$ cat src/rtl/spy_seq_pkg.sv
// spy_seq_pkg: state encoding and helpers shared by the
// spy readout sequencer and its event-list walker.
package spy_seq_pkg;

  typedef enum logic [3:0] {
    IDLE,
    SETTLE,
    META_RD,
    META_WAIT,
    DATA_RD,
    DATA_WAIT,
    DATA_OUT,
    HDR_OUT,
    DONE,
    ERR
  } state_t;

  // Sentinel flag sits just above the address field of a list entry
  function automatic int sentinel_bit(input int memwidth);
    return memwidth;
  endfunction

  function automatic int unsigned mod_len(
    input int unsigned e,
    input int unsigned s,
    input int unsigned w
  );
    return (e - s) & ((32'd1 << w) - 32'd1);
  endfunction

endpackage

$ cat src/rtl/spy_meta_walker.sv
// spy_meta_walker: scans the event list newest-first, skipping
// sentinels, to find the start/end addresses of one event.
module spy_meta_walker
  import spy_seq_pkg::*;
#(
  parameter int MEMWIDTH  = 6,
  parameter int METAWIDTH = 4
) (
  input  logic                 clock,
  input  logic                 resetbar,
  input  logic                 go,
  input  logic [METAWIDTH-1:0] mp,
  input  logic [METAWIDTH-1:0] idx,
  output logic                 meta_read_enable,
  output logic [METAWIDTH-1:0] meta_read_addr,
  input  logic [MEMWIDTH:0]    meta_read_data,
  output logic [MEMWIDTH-1:0]  start_addr,
  output logic [MEMWIDTH-1:0]  end_addr,
  output logic                 valid,
  output logic                 err
);

  localparam int SBIT = sentinel_bit(MEMWIDTH);
  localparam logic [METAWIDTH:0] LAST = {1'b0, {METAWIDTH{1'b1}}};

  state_t               st;
  logic [METAWIDTH-1:0] ptr;
  logic [METAWIDTH:0]   walked;
  logic [METAWIDTH:0]   found;
  logic                 sentinel;
  logic [MEMWIDTH-1:0]  addr;
  logic                 hit;

  assign sentinel = meta_read_data[SBIT];
  assign addr     = meta_read_data[MEMWIDTH-1:0];
  assign hit      = !sentinel &&
                    (found == ({1'b0, idx} + 1'b1));

  always_ff @(posedge clock or negedge resetbar) begin
    if (!resetbar) begin
      st               <= IDLE;
      ptr              <= '0;
      walked           <= '0;
      found            <= '0;
      meta_read_enable <= 1'b0;
      meta_read_addr   <= '0;
      start_addr       <= '0;
      end_addr         <= '0;
      valid            <= 1'b0;
      err              <= 1'b0;
    end else begin
      valid <= 1'b0;
      err   <= 1'b0;
      unique case (st)
        IDLE: begin
          if (go) begin
            ptr              <= mp - 1'b1;
            walked           <= '0;
            found            <= '0;
            meta_read_enable <= 1'b1;
            meta_read_addr   <= mp - 1'b1;
            st               <= META_RD;
          end
        end
        META_RD: begin
          meta_read_enable <= 1'b0;
          st               <= META_WAIT;
        end
        META_WAIT: begin
          if (hit) begin
            start_addr <= addr;
            valid      <= 1'b1;
            st         <= IDLE;
          end else begin
            // Younger SOEs bound the end of the event below them
            if (!sentinel) begin
              end_addr <= addr;
              found    <= found + 1'b1;
            end
            ptr    <= ptr - 1'b1;
            walked <= walked + 1'b1;
            if (walked == LAST) begin
              err <= 1'b1;
              st  <= IDLE;
            end else begin
              meta_read_enable <= 1'b1;
              meta_read_addr   <= ptr - 1'b1;
              st               <= META_RD;
            end
          end
        end
        default: st <= IDLE;
      endcase
    end
  end

endmodule

$ cat src/rtl/spy_readout_sequencer.sv
// spy_readout_sequencer: freezes the spy buffer, locates one event
// and streams it out. SPY_READOUT_HEADER_EN adds a leading header word.
module spy_readout_sequencer
  import spy_seq_pkg::*;
#(
  parameter int DATAWIDTH     = 64,
  parameter int MEMWIDTH      = 6,
  parameter int METAWIDTH     = 4,
  parameter int SETTLE_CYCLES = 2
) (
  input  logic                 clock,
  input  logic                 resetbar,
  input  logic                 req,
  input  logic [METAWIDTH-1:0] req_index,
  output logic                 busy,
  output logic                 done,
  output logic                 error,
  output logic                 freeze,
  input  logic [MEMWIDTH-1:0]  mem_wptr,
  input  logic [METAWIDTH-1:0] meta_write_addr,
  output logic                 meta_read_enable,
  output logic [METAWIDTH-1:0] meta_read_addr,
  input  logic [MEMWIDTH:0]    meta_read_data,
  output logic                 read_enable,
  output logic [MEMWIDTH-1:0]  read_addr,
  input  logic [DATAWIDTH:0]   data_out,
  output logic [DATAWIDTH:0]   out_data,
  output logic                 out_valid,
  input  logic                 out_ready,
  output logic                 out_last
);

  state_t               state;
  logic [METAWIDTH-1:0] idx;
  logic [3:0]           cnt;
  logic [MEMWIDTH-1:0]  wp;
  logic [MEMWIDTH-1:0]  raddr;
  logic [MEMWIDTH-1:0]  end_r;
  logic                 walk_go;
  logic                 walk_valid;
  logic                 walk_err;
  logic [MEMWIDTH-1:0]  w_start;
  logic [MEMWIDTH-1:0]  w_end;
  logic [MEMWIDTH-1:0]  len;
  logic                 unused_wp;

  assign walk_go = (state == SETTLE) &&
                   (cnt == 4'(SETTLE_CYCLES - 1));
  assign len = MEMWIDTH'(mod_len(32'(w_end), 32'(w_start),
                                 MEMWIDTH));
  assign unused_wp = ^wp;

`ifdef SPY_READOUT_HEADER_EN
  logic [DATAWIDTH:0] hdr;
  always_comb begin
    hdr = '0;
    hdr[MEMWIDTH-1:0] = len;
    hdr[MEMWIDTH +: METAWIDTH] = idx;
  end
`endif

  spy_meta_walker #(
    .MEMWIDTH (MEMWIDTH),
    .METAWIDTH(METAWIDTH)
  ) u_walker (
    .clock           (clock),
    .resetbar        (resetbar),
    .go              (walk_go),
    .mp              (meta_write_addr),
    .idx             (idx),
    .meta_read_enable(meta_read_enable),
    .meta_read_addr  (meta_read_addr),
    .meta_read_data  (meta_read_data),
    .start_addr      (w_start),
    .end_addr        (w_end),
    .valid           (walk_valid),
    .err             (walk_err)
  );

  always_ff @(posedge clock or negedge resetbar) begin
    if (!resetbar) begin
      state       <= IDLE;
      idx         <= '0;
      cnt         <= '0;
      wp          <= '0;
      raddr       <= '0;
      end_r       <= '0;
      busy        <= 1'b0;
      done        <= 1'b0;
      error       <= 1'b0;
      freeze      <= 1'b0;
      read_enable <= 1'b0;
      read_addr   <= '0;
      out_data    <= '0;
      out_valid   <= 1'b0;
      out_last    <= 1'b0;
    end else begin
      unique case (state)
        IDLE: begin
          if (req) begin
            idx    <= req_index;
            cnt    <= '0;
            busy   <= 1'b1;
            freeze <= 1'b1;
            state  <= SETTLE;
          end
        end
        SETTLE: begin
          if (walk_go) begin
            wp    <= mem_wptr;
            state <= META_RD;
          end else begin
            cnt <= cnt + 1'b1;
          end
        end
        META_RD: begin
          if (walk_err || (walk_valid && len == '0)) begin
            error  <= 1'b1;
            freeze <= 1'b0;
            busy   <= 1'b0;
            state  <= ERR;
          end else if (walk_valid) begin
            raddr <= w_start;
            end_r <= w_end;
`ifdef SPY_READOUT_HEADER_EN
            out_data  <= hdr;
            out_valid <= 1'b1;
            out_last  <= 1'b0;
            state     <= HDR_OUT;
`else
            read_enable <= 1'b1;
            read_addr   <= w_start;
            state       <= DATA_RD;
`endif
          end
        end
        HDR_OUT: begin
          if (out_ready) begin
            out_valid   <= 1'b0;
            read_enable <= 1'b1;
            read_addr   <= raddr;
            state       <= DATA_RD;
          end
        end
        DATA_RD: begin
          read_enable <= 1'b0;
          state       <= DATA_WAIT;
        end
        DATA_WAIT: begin
          out_data  <= data_out;
          out_valid <= 1'b1;
          out_last  <= (raddr + 1'b1) == end_r;
          state     <= DATA_OUT;
        end
        DATA_OUT: begin
          if (out_ready) begin
            out_valid <= 1'b0;
            out_last  <= 1'b0;
            raddr     <= raddr + 1'b1;
            if (out_last) begin
              done   <= 1'b1;
              freeze <= 1'b0;
              busy   <= 1'b0;
              state  <= DONE;
            end else begin
              read_enable <= 1'b1;
              read_addr   <= raddr + 1'b1;
              state       <= DATA_RD;
            end
          end
        end
        DONE: begin
          done  <= 1'b0;
          state <= IDLE;
        end
        ERR: begin
          error <= 1'b0;
          state <= IDLE;
        end
        default: state <= IDLE;
      endcase
    end
  end

endmodule

$ cat config.mk
export PLATFORM = sky130hd
export DESIGN_NAME = spy_readout_sequencer
export DESIGN_NICKNAME = d
export VERILOG_FILES = /design/src/rtl/spy_seq_pkg.sv /design/src/rtl/spy_meta_walker.sv /design/src/rtl/spy_readout_sequencer.sv
export SDC_FILE = /design/constraint.sdc
export NUM_CORES = 1
export LEC_CHECK = 0
export ABC_AREA = 1
export CORE_UTILIZATION = 53
export DETAILED_ROUTE_END_ITERATION = 8
export PLACE_DENSITY = 0.86
export SETUP_SLACK_MARGIN = 0.05
export SKIP_LAST_GASP = 1
export SLEW_MARGIN = 25
export SYNTH_ARGS = -nofsm -noshare
export SYNTH_HDL_FRONTEND = slang
export SYNTH_HIERARCHICAL = 1
export SYNTH_SLANG_ARGS = --single-unit
$ cat constraint.sdc
create_clock -name clock -period 5.25 [get_ports clock]
set_input_delay 0.525 -clock clock [delete_from_list [all_inputs] [get_ports clock]]
set_output_delay 0.525 -clock clock [all_outputs]
set_load 0.02 [all_outputs]
==> results of run 1 <==
==> final timing paths <==
path,cells after the start,startpoint,to
max,9,state[0],out_last
min,1,resetbar,u_walker/walked[3]
max reg2reg,9,state[0],out_last
min reg2reg,2,out_data[63],out_data[63]
max in group asynchronous,2,resetbar,out_last
min in group clock,2,out_data[63],out_data[63]
==> metrics by stage <==
stage,instance area [um^2],power [W]
finish,8860,0.00227
global route,8860,0.00234
CTS,8860,0.00229
detailed placement,8290,0.00116
global placement,8290,0.00116
floorplan,6600,0.00108
==> kinds of logic after synthesis <==
kind of cell / after synthesis / synth area share, %
AND/OR/NAND/NOR: 520 / 33.1
adder cells (fa/ha/maj): 13 / 2.46
AO/OA/AOI/OAI: 47 / 4.34
flip-flops: 136 / 51.6
buffers and inverters: 93 / 7.11
XOR/XNOR: 11 / 1.46
==> sequential cells by signal (all words and copies together), names as in the netlist, 4 cells and up <==
signal                   flops
cnt                          4
end_r                        6
idx                          4
out_data                    65
raddr                        6
read_addr                    6
state                        4
u_walker/end_addr            6
u_walker/found               5
u_walker/meta_read_addr      4
u_walker/ptr                 4
u_walker/start_addr          6
u_walker/walked              5
==> layer usage <==
metal / vias to the layer above / global-route usage (%)
li1: 2890 / -
met5: - / 0
met4: 0 / 11.6
met3: 38 / 6.32
met2: 184 / 41.1
met1: 2628 / 33.1
==> report_power, final <==
group | switching, W | leakage (nW) | internal [W]
combinational | 0.0000358 | 2.49 | 0.0000569
sequential | 0 | 1.53 | 0.00105
clock | 0.000446 | 0.270 | 0.000683
==> layout by cell type, fill, tap and decap left out, types with 9 or more instances in the layout <==
cell type and instances:
nor2_1 32, clkbuf_16 17, nand3_1 65, nand2_1 386, inv_1 63, nand4_1 9
o21ai_0 19, ha_1 13, clkdlybuf4s50_1 165, dfrtp_1 136
==> final cells by class <==
cell class	instances	area [um^2]	area share, %
Tap cell	168	210	2.37
Timing Repair Buffer	169	1690	19.0
Sequential cell	136	3400	38.4
Clock inverter	12	101	1.14
Inverter	69	259	2.92
Clock buffer	20	467	5.27
Multi-Input combinational cell	591	2730	30.9
==> flow_summary.json, run 1 <==
{
  "cts_inserted_buffers": 17,
  "critPathTopFamily": "buffers and inverters",
  "io-pin-count": 173,
  "drt_iter0_markers": 482,
  "critPathArrivalTime_ns": 2.93,
  "yosysSeqAreaShare_pct": 51.6,
  "place_ws_ns": 2.67,
  "via_count": 5740,
  "crit_slowest_cell": "buf_4",
  "highest_layer": "met4",
  "first_pass_iters": 5,
  "yosysTopAreaCell": "dfrtp_1",
  "cts_resized": 0,
  "drt_wl_total_mm": 15.6,
  "grt_max_degree": 96,
  "crit_path_max_incr_delay_ns": 0.54,
  "clockBufferDepth": 2,
  "slew_headroom_pct": 42.8,
  "clk_pin_slew_ns": 0.05,
  "dp.cells": 1133,
  "syn_avg_cell_area_um2": 8.05,
  "tightestPinTransition_ns": 0.858,
  "port_buffers": 166,
  "cp-end-kind": "flip-flop",
  "crit_buf_inv": 5,
  "maxSlewViolCount": 0,
  "synth_cells": 820,
  "hpwl_mm": 10.7,
  "fin_cells": 1165,
  "cts_setup_buffers": 0,
  "drive_gt1_share_pct": 7.32,
  "htreeDepth": 4,
  "synth_top_area_share_pct": 51.6,
  "routedWlPerCell_um": 13.4,
  "yosys_warnings": 6,
  "postRouteAntennaNets": 0,
  "grt_pass1_vias": 5355,
  "fp-row-count": 40,
  "areaGrowthSynthToFinish_pct": 34.2,
  "synthTopCellsByCount": "nand2_1 (386), dfrtp_1 (136), nand3_1 (65), inv_1 (63), nor2_1 (32)",
  "worstSetupPathType": "reg2reg",
  "worstPathRequired_ns": 5.56,
  "grt_pass1_wl_mm": 25.6,
  "grt_overflow": 0,
  "coreArea_um2": 12100,
  "cap_violations": 0,
  "die_w_um": 114,
  "synth_edf_count": 0,
  "met1_length_mm": 6.70,
  "cts_tree": "done",
  "path_max_fanout": 67,
  "die_h_um": 114,
  "grt_util_all_layers_pct": 25.7,
  "setup_viol": 0,
  "hold_violations": 0,
  "outcome": "finished, final reports clean",
  "finalHoldWorstSlack_ns": 0.170,
  "clock-root-buffer": "clkbuf_16",
  "ys_types": 35,
  "skew_ns": 0.0101,
  "tns_ns": 0,
  "antenna_found_initial": 0,
  "nets": 1087,
  "worstHoldPathType": "in2async",
  "synth_most_common_cell": "nand2_1",
  "power.density_nw_per_um2": 256,
  "max_clock_freq_mhz": 381,
  "rsz0062_at_grt": "no",
  "synth_flop_cell": "dfrtp_1",
  "fin_crit_ns": 2.62,
  "finalWorstSetupSlack_ns": 2.63,
  "fillers": 895,
  "crit_chain": "inv_2, nor2_1, inv_1, nor2_4, buf_4, inv_2, buf_4, o211ai_1, nand2_1",
  "rrSetupSlack_ns": 2.63,
  "initial_core_util_pct": 54.7,
  "syn_nets": 923,
  "drc": 0,
  "avgViaCountPerCell": 4.93,
  "leakagePower_nw": 4.29,
  "cts_hold_buf": 0,
  "synthArstFlopShare_pct": 100,
  "synth-seq-cells": 136,
  "clk_latency_ns": 0.42,
  "synth.cell_area_um2": 6600,
  "dr_wl_met3_um": 830,
  "cts_sinks": 136,
  "start_kind": "flip-flop",
  "peakVddDrop_v": 0.000246,
  "dieArea_um2": 12900,
  "yosys-top-cells-area": "dfrtp_1 (52%), nand2_1 (22%), nand3_1 (4.9%)",
  "fin_util_pct": 73.5,
  "antennaDiodeCount": 0,
  "post-route-period-util_pct": 50.0,
  "gp_congestion": 0.878,
  "dr_wl_met2_mm": 7.59
}
Power figures use the tool's default switching activity.
==> run 2: changes to the inputs <==
--- a/config.mk
+++ b/config.mk
@@ -6,9 +6,9 @@
 export NUM_CORES = 1
 export LEC_CHECK = 0
 export ABC_AREA = 1
-export CORE_UTILIZATION = 53
+export CORE_UTILIZATION = 44
 export DETAILED_ROUTE_END_ITERATION = 8
-export PLACE_DENSITY = 0.86
+export PLACE_DENSITY = 0.76
 export SETUP_SLACK_MARGIN = 0.05
 export SKIP_LAST_GASP = 1
 export SLEW_MARGIN = 25
==> constraint.sdc (replaced) <==
create_clock -name clock -period 2.2 [get_ports clock]
set_input_delay 0.22 -clock clock [delete_from_list [all_inputs] [get_ports clock]]
set_output_delay 0.22 -clock clock [all_outputs]
set_load 0.02 [all_outputs]
==> flow_summary.json, run 2 (synthesis gave the netlist of run 1 again) <==
{
  "outcome": "finished, final reports clean",
  "crit_path_frequent_cell": "nand2_1",
  "via_count": 5606,
  "postRouteAntennaNets": 0,
  "port_buffers": 166,
  "fp-row-count": 44,
  "crit_cells": 10,
  "routedWlPerCell_um": 13.1,
  "fin_crit_ns": 1.94,
  "grt_overflow": 0,
  "post-route-period-util_pct": 88.0,
  "grt_util_all_layers_pct": 20.8,
  "hold_violations": 0,
  "largest_reg_flops": 65,
  "cts_setup_buffers": 0,
  "postLayoutCellArea_um2": 9040,
  "largest_register": "out_data",
  "drive_gt1_share_pct": 7.58,
  "htreeDepth": 4,
  "hold_depth": 3,
  "tightestPinTransition_ns": 0.660,
  "grt_max_degree": 67,
  "gp_congestion": 0.850,
  "coreArea_um2": 14600,
  "maxSlewViolCount": 0,
  "clk_pin_slew_ns": 0.06,
  "final_common_cell": "nand2_1",
  "crit_buf_inv": 2,
  "path_max_fanout": 7,
  "cp-end-kind": "flip-flop",
  "nets": 1092,
  "power.density_nw_per_um2": 649,
  "crit_chain": "nor2_1, nand2_2, nor2_1, inv_1, nand2_1, nand2_1, inv_1, nand3_1, nand2_1, nand2_1",
  "worstHoldPathType": "in2reg",
  "grt_pass1_vias": 5253,
  "avgViaCountPerCell": 4.73,
  "antennaDiodeCount": 0,
  "fillers": 1278,
  "tns_ns": 0,
  "drt_wl_total_mm": 15.6,
  "skew_ns": 0.00664,
  "crit_slowest_cell": "dfrtp_1",
  "crit_path_max_incr_delay_ns": 0.43,
  "areaGrowthSynthToFinish_pct": 36.9,
  "clk_latency_ns": 0.41,
  "setup_viol": 0,
  "drt_iter0_markers": 330,
  "clock-root-buffer": "clkbuf_16",
  "cap_violations": 0,
  "worstSetupPathType": "reg2reg",
  "slew_headroom_pct": 56.0,
  "critPathTopFamily": "simple AND/OR/NAND/NOR gates",
  "grt_pass1_wl_mm": 25.8,
  "leakagePower_nw": 4.37,
  "drc": 0,
  "multi_input_area_um2": 2740,
  "dpl_cell_area_um2": 8370,
  "io-pin-count": 173,
  "die_h_um": 124,
  "max_clock_freq_mhz": 517,
  "cts_inserted_buffers": 17,
  "r2r_cells": 10,
  "hpwl_mm": 11.0,
  "dieArea_um2": 15500,
  "start_kind": "flip-flop",
  "initial_core_util_pct": 45.2,
  "layout.cells.most_common_list": "nand2_1 (386), clkdlybuf4s50_1 (165), dfrtp_1 (136)",
  "clockBufferDepth": 2,
  "critPathArrivalTime_ns": 2.24,
  "worstPathRequired_ns": 2.50,
  "ff_latch_area_um2": 3400,
  "antenna_found_initial": 0,
  "cts_tree": "done",
  "first_pass_iters": 5,
  "cts_sinks": 136,
  "peakVddDrop_v": 0.000529,
  "die_w_um": 124,
  "rsz0062_at_grt": "no"
}
-- run 2: changes by cell type in the layout (fill, tap and decap cells not counted) --
| cell | delta |
|---|---|
| buf_12 | +2 |
| buf_4 | +2 |
| bufinv_16 | +4 |
| clkbuf_1 | +1 |
| clkbuf_8 | -1 |
| clkinv_2 | -2 |
| clkinv_4 | +1 |
| clkinvlp_4 | -3 |
| dlygate4sd3_1 | +1 |
| nand2_2 | -1 |
| nand2_4 | +1 |
-- run 2: tightest hold or removal path: cells and delay by family --
| kind | cells | cell delay [ns] |
|---|---|---|
| buf+inv | 1 | 0.39 |
| simple gates | 2 | 0.11 |
-- run 2: through the flow --
step,util [%],power (W),instances,hold slack [ns],setup WS (ns)
2_1_floorplan,-,0.00257,820,-0.0756,0.481
5_1_grt,61.9,0.00605,1186,0.332,0.0646
4_1_cts,61.9,0.00591,1186,0.327,0.191
3_3_place_gp,57.3,0.00278,1153,0.232,0.270
3_5_place_dp,57.3,0.00278,1153,0.229,0.236
6_report,61.9,0.00586,1186,0.341,0.264
-- run 2: what timing repair did --
| item | 4_1_cts | 5_1_grt |
|---|---|---|
| resized for setup | 0 | 1 |
| hold endpoints to repair | 57 | 0 |
| hold buffers | 1 | 0 |
| endpoints found under the setup margin | 0 | 13 |
-- run 2: final cells by class --
cell class	count	share of cell area [%]
flip-flops and latches	136	37.7
multi-input cells	591	30.3
repair buffers	174	19.4
clock buffers	20	5.05
inverters	69	2.87
well taps	184	2.55
clock inverters	12	2.19
-- run 2: routing by layer --
layer / track usage (%) / vias to the layer above / wire (um)
met5: 0 / - / 0
met4: 6.87 / 0 / 295
met3: 5.11 / 20 / 625
met2: 34.9 / 128 / 7760
met1: 26.3 / 2573 / 6880
li1: - / 2885 / -
-- run 2: power breakdown --
group          total (W)  switching, W  internal [W]
logic           0.000229     0.0000862      0.000143
clock network    0.00313       0.00106       0.00207
registers        0.00250             0       0.00250
-- run 2: final timing paths --
check / startpoint / end / slack [ns]
min in group asynchronous: resetbar / out_data[1] / 0.35
hold reg to reg: out_data[49] / out_data[49] / 0.47
hold / removal: data_out[17] / out_data[17] / 0.34
setup reg to reg: state[3] / u_walker/meta_read_addr[3] / 0.26
max in group asynchronous: resetbar / out_data[45] / 1.21
setup / recovery: state[3] / u_walker/meta_read_addr[3] / 0.26
